===== config.mk =====
export PLATFORM = sky130hd
export DESIGN_NAME = operand_stack
export DESIGN_NICKNAME = d
export VERILOG_FILES = /design/src/rtl/stack_cpu_pkg.sv /design/src/rtl/stack_ram.sv /design/src/rtl/operand_stack.sv
export SDC_FILE = /design/constraint.sdc
export NUM_CORES = 1
export LEC_CHECK = 0
export ABC_AREA = 1
export BUFFER_PORTS_ARGS = -buffer_cell sky130_fd_sc_hd__buf_4
export CORE_MARGIN = 5
export CORE_UTILIZATION = 31
export CTS_CLUSTER_SIZE = 8
export DETAILED_ROUTE_END_ITERATION = 6
export PLACE_DENSITY = 0.56
export RECOVER_POWER = 25
export SLEW_MARGIN = 20
export SYNTH_ARGS = -nofsm -noshare
export SYNTH_HDL_FRONTEND = slang
export SYNTH_SLANG_ARGS = --single-unit

===== constraint.sdc =====
create_clock -name clk -period 7.16 [get_ports clk]
set_clock_uncertainty 0.15 [all_clocks]
set_input_delay 0.716 -clock clk [delete_from_list [all_inputs] [get_ports clk]]
set_output_delay 0.716 -clock clk [all_outputs]
set_load 0.01 [all_outputs]

===== src/rtl/stack_cpu_pkg.sv =====
// Shared definitions for the stack CPU datapath.
// Provides default widths/depths, pop_cnt encodings, the per-cycle legality
// record used by the operand stack, and the pop_cnt normalisation helper.
package stack_cpu_pkg;

  localparam int STACK_DBITS = 32;
  localparam int STACK_DEPTH = 16;

  localparam logic [1:0] POP0 = 2'd0;
  localparam logic [1:0] POP1 = 2'd1;
  localparam logic [1:0] POP2 = 2'd2;

  // Outcome of one stack cycle; exactly one field is set.
  typedef struct packed {
    logic legal;
    logic ovf;
    logic unf;
  } chk_t;

  // pop_cnt 3 is illegal and behaves like POP2.
  function automatic logic [1:0] eff_pop(input logic [1:0] pc);
    return (pc == 2'd3) ? POP2 : pc;
  endfunction

endpackage


===== src/rtl/stack_ram.sv =====
// Storage array for the operand stack.
// Ports: clk; one synchronous write port (we, waddr, wdata);
//        two asynchronous read ports (raddr0/rdata0, raddr1/rdata1).
// Contents are not reset.
module stack_ram #(
  parameter int DEPTH = 16,
  parameter int DBITS = 32,
  parameter int AW    = $clog2(DEPTH)
) (
  input  logic             clk,
  input  logic             we,
  input  logic [AW-1:0]    waddr,
  input  logic [DBITS-1:0] wdata,
  input  logic [AW-1:0]    raddr0,
  output logic [DBITS-1:0] rdata0,
  input  logic [AW-1:0]    raddr1,
  output logic [DBITS-1:0] rdata1
);

  logic [DBITS-1:0] mem [DEPTH];

  always_ff @(posedge clk) begin
    if (we) mem[waddr] <= wdata;
  end

  assign rdata0 = mem[raddr0];
  assign rdata1 = mem[raddr1];

endmodule


===== src/rtl/operand_stack.sv =====
// Operand stack feeding the ALU: tos/nos are combinational reads of the top
// two entries; each cycle pops 0..2 entries then optionally pushes one.
// Ports: clk, reset (sync, active high); push, push_data, pop_cnt (request);
//        tos, nos (masked reads); count, empty, full; ovf_err, unf_err (sticky).
module operand_stack
  import stack_cpu_pkg::*;
#(
  parameter int DBITS = STACK_DBITS,
  parameter int DEPTH = STACK_DEPTH,
  parameter int CBITS = $clog2(DEPTH) + 1
) (
  input  logic             clk,
  input  logic             reset,
  input  logic             push,
  input  logic [DBITS-1:0] push_data,
  input  logic [1:0]       pop_cnt,
  output logic [DBITS-1:0] tos,
  output logic [DBITS-1:0] nos,
  output logic [CBITS-1:0] count,
  output logic             empty,
  output logic             full,
  output logic             ovf_err,
  output logic             unf_err
);

  localparam int AW = $clog2(DEPTH);
  localparam logic [CBITS:0] DEPTH_X = (CBITS+1)'(DEPTH);

  logic [1:0]       p;
  logic [CBITS:0]   n_x;     // one extra bit so count+1 at DEPTH cannot wrap
  chk_t             chk;
  logic             we;
  logic [AW-1:0]    waddr, ra0, ra1;
  logic [DBITS-1:0] rd0, rd1;

  always_comb begin
    p         = eff_pop(pop_cnt);
    n_x       = {1'b0, count} - (CBITS+1)'(p) + (CBITS+1)'(push);
    chk.unf   = CBITS'(p) > count;
    chk.ovf   = !chk.unf && (n_x > DEPTH_X);
    chk.legal = !chk.unf && !chk.ovf;
  end

  // Address arithmetic is modulo DEPTH: at count == DEPTH the low bits are 0
  // and subtracting 1/2 lands on the correct top entries.
  assign we    = chk.legal && push && !reset;
  assign waddr = count[AW-1:0] - AW'(p);
  assign ra0   = count[AW-1:0] - AW'(1);
  assign ra1   = count[AW-1:0] - AW'(2);

  stack_ram #(.DEPTH(DEPTH), .DBITS(DBITS), .AW(AW)) u_ram (
    .clk    (clk),
    .we     (we),
    .waddr  (waddr),
    .wdata  (push_data),
    .raddr0 (ra0),
    .rdata0 (rd0),
    .raddr1 (ra1),
    .rdata1 (rd1)
  );

  always_ff @(posedge clk) begin
    if (reset) begin
      count   <= '0;
      ovf_err <= 1'b0;
      unf_err <= 1'b0;
    end else if (chk.unf) begin
      unf_err <= 1'b1;
    end else if (chk.ovf) begin
      ovf_err <= 1'b1;
    end else begin
      count <= n_x[CBITS-1:0];
    end
  end

  // Memory is never cleared, so stale entries are hidden by masking on count.
  assign tos   = (count != '0)        ? rd0 : '0;
  assign nos   = (count >= CBITS'(2)) ? rd1 : '0;
  assign empty = (count == '0);
  assign full  = (count == CBITS'(DEPTH));

endmodule


==> impl_metrics.json <==
{
  "sw_frac_of_total": 0.463,
  "cts_setup_buffers": 0,
  "drive_above_1_share": 0.101,
  "cp-start-kind": "flip-flop",
  "rows": 105,
  "syn_inst": 2530,
  "vias": 20800,
  "switching_power_mw": 6.66,
  "synthArstFlopShare": 0,
  "wl_met3_um": 5800,
  "cts_made_buffers": 74,
  "holdWs_ns": 0.170,
  "gp_congestion": 0.840,
  "synth.avg_cell_area_um2": 10.1,
  "wl_met1_um": 34900,
  "rsz0062_at_grt": "false",
  "slew_headroom": 0.255,
  "status": "complete, no violations",
  "cap_violations": 0,
  "routedWlPerCell_um": 23.2,
  "met2WireLength_um": 40200,
  "final.period_utilization": 0.829,
  "synth_edf_count": 512,
  "tns_ns": 0,
  "antenna_found_initial": 2,
  "r2r_setup_slack_ns": 1.90,
  "areaGrowthSynthToFinish_pct": 13.7,
  "synthesis.area_mm2": 0.0257,
  "fp.dieH_um": 298,
  "r2r_cells": 11,
  "start_util": 0.312,
  "highest_layer": "met4",
  "regArea_mm2": 0.0155,
  "crit_required_ns": 6.29,
  "startpoint": "count[1]$_SDFFE_PP0P_",
  "grt_use_total": 0.182,
  "cp_slowest_cell": "inv_2",
  "crit_end": "tos[31]",
  "dieArea_mm2": 0.0886,
  "drt_iter0_drc": 2089,
  "via_per_inst": 5.73,
  "coreArea_mm2": 0.0821,
  "sequentialPowerShare": 0.244,
  "placed_cell_area_mm2": 0.0273,
  "hold_buffers": 0,
  "preCtsSetupSlack_ns": 1.88,
  "fin_util": 0.355,
  "drv_slew": 0,
  "synth.distinct_cells": 38,
  "p_clk_frac": 0.213,
  "crit_type": "reg -> out",
  "io_pins": 110,
  "crit_chain": "inv_4 -> ha_1 -> nand2_1 -> inv_1 -> nor2_4 -> buf_4 -> nand2_1 -> o21a_2 -> buf_4 -> inv_2 -> nand3_1 -> nand2_1 -> a31oi_1 -> buf_4",
  "yosysSeqAreaShare": 0.605,
  "grt_pass1_wl_um": 126000,
  "hold_viol_final": 0,
  "rr_startpoint": "count[1]$_SDFFE_PP0P_",
  "grt_pass1_vias": 20800,
  "leakage_nw": 10.1,
  "wl_um": 84200,
  "ctsResizeCount": 0,
  "drt_pass1_iterations": 6,
  "clk_path_buf_depth": 3,
  "yosysTopAreaCellShare": 0.599,
  "endpoint_kind": "primary output",
  "p_total_mw": 14.4,
  "intPower_mw": 7.73,
  "antenna_left": 0,
  "synthFlopType": "edfxtp_1",
  "worstPathMaxFanout": 52,
  "yosysWarnings": 0,
  "drcViolationCount": 0,
  "syn-num-nets": 2585,
  "fin_area_mm2": 0.0292,
  "cts-root-buf": "clkbuf_16",
  "hp-class": "in -> reg",
  "fin_ws_ns": 1.22,
  "grt_overflow": 0,
  "stdcell_count": 3626,
  "path_clk_slew_ns": 0.06,
  "synth_area_leader_cell": "edfxtp_1",
  "vdd_drop_max_mv": 0.419,
  "placed_cells": 3542,
  "combPwrFrac": 0.542,
  "multi_input_area_mm2": 0.00902,
  "cpPeakStageDelay_ns": 0.88,
  "cts_sinks": 519,
  "htree_levels": 3,
  "filler_cell_count": 7999,
  "clk_latency_ns": 0.58,
  "r2r_end": "u_ram.mem[3][1]$_DFFE_PP_",
  "port_buffers": 109,
  "worstMarginPinSlew_ns": 1.12,
  "tritoncts": "built",
  "fin_crit_ns": 5.94,
  "setup_viol": 0,
  "die_x_um": 298,
  "fin_nets": 2603,
  "synth.area.top_cells": "edfxtp_1, nand2_1, o21ai_0, nor2_1, a21oi_1",
  "ys_ff_latch": 519,
  "hpwl_um": 47300,
  "fmax_ghz": 0.168,
  "power_density_mw_per_mm2": 493,
  "arrival_ns": 5.07,
  "grt_start_max_net_pins": 138
}
-- cells in the final DEF, fill, tap and decap left out, types with 4 or more instances in the layout --
cell type and count:
edfxtp_1 512, nand2_1 417, nor2_1 335, o21ai_0 282
a21oi_1 207, nand3_1 173, buf_4 128, o221ai_1 107
clkbuf_16 76, inv_1 39, o211ai_1 34, a22o_1 30
o21ai_1 29, clkbuf_1 29, a221oi_1 27, a32o_1 27
ha_1 16, nor3_2 14, o22ai_1 13, a31oi_1 6
nand2_2 6, nand4_1 6, dfxtp_1 5, inv_2 4
buf_6 4
-- critical path: cells and delay by family, from the launching register on --
family	cells	cell delay, ns
compound gates	2	0.24
simple gates	5	0.53
fa+ha+maj	1	0.37
buf+inv	6	2.38
flops	1	0.84
-- power by group through the flow --
stage	clock, mW	combinational, mW	sequential [mW]
finish	3.07	7.81	3.52
global route	3.26	8.51	3.52
CTS	3.13	7.83	3.51
detailed placement	0	7.80	3.57
global placement	0	7.72	3.57
floorplan	0	4.81	3.50
-- cell type report --
type	count	share of cell area
sequential	519	0.532
multi-input combinational	1746	0.309
clock buffer	81	0.0658
tap	1070	0.0459
timing repair buffer	158	0.0389
inverter	49	0.00712
clock inverter	2	0.000858
antenna	1	0.0000858
-- layer usage --
metal / up-vias / track usage
met4: 0 / 0.0846
li1: 9320 / -
met2: 968 / 0.308
met5: - / 0
met1: 10300 / 0.233
met3: 211 / 0.0264
-- cells in the mapped netlist, types with 27 or more instances --
| cell type | n |
|---|---|
| nor2_1 | 336 |
| inv_1 | 41 |
| a32o_1 | 27 |
| clkbuf_1 | 89 |
| a22o_1 | 30 |
| o221ai_1 | 107 |
| o21ai_1 | 29 |
| edfxtp_1 | 512 |
| nand2_1 | 418 |
| o21ai_0 | 282 |
| buf_2 | 88 |
| o211ai_1 | 34 |
| nand3_1 | 173 |
| a221oi_1 | 27 |
| a21oi_1 | 208 |
-- worst min-delay path by stage --
stage,from,to,depth (start not counted)
6_report,reset,unf_err$_SDFFE_PP0N_,2
2_1_floorplan,unf_err$_SDFFE_PP0N_,unf_err$_SDFFE_PP0N_,2
3_3_place_gp,unf_err$_SDFFE_PP0N_,unf_err$_SDFFE_PP0N_,2
4_1_cts,reset,unf_err$_SDFFE_PP0N_,2
3_5_place_dp,unf_err$_SDFFE_PP0N_,unf_err$_SDFFE_PP0N_,2
5_1_grt,reset,ovf_err$_SDFFE_PP0P_,2
-- sequential cells by signal, indices dropped and copies added (netlist names) --
register	flops
u_ram.mem	512
count	5
ovf_err	1
unf_err	1
-- kinds of logic (layout without fill, tap and decap cells) --
family	count (synthesis)	count (layout)	synth area share
and+or+nand+nor	960	960	0.153
buffers and inverters	265	290	0.0487
xor gates and xnor gates	3	3	0.00132
other	0	1	0
DFF	519	519	0.605
AOI/OAI and AO/OA	765	765	0.184
adders and majority gates	18	18	0.00878
Note: power is estimated with default switching activity, not from simulation.
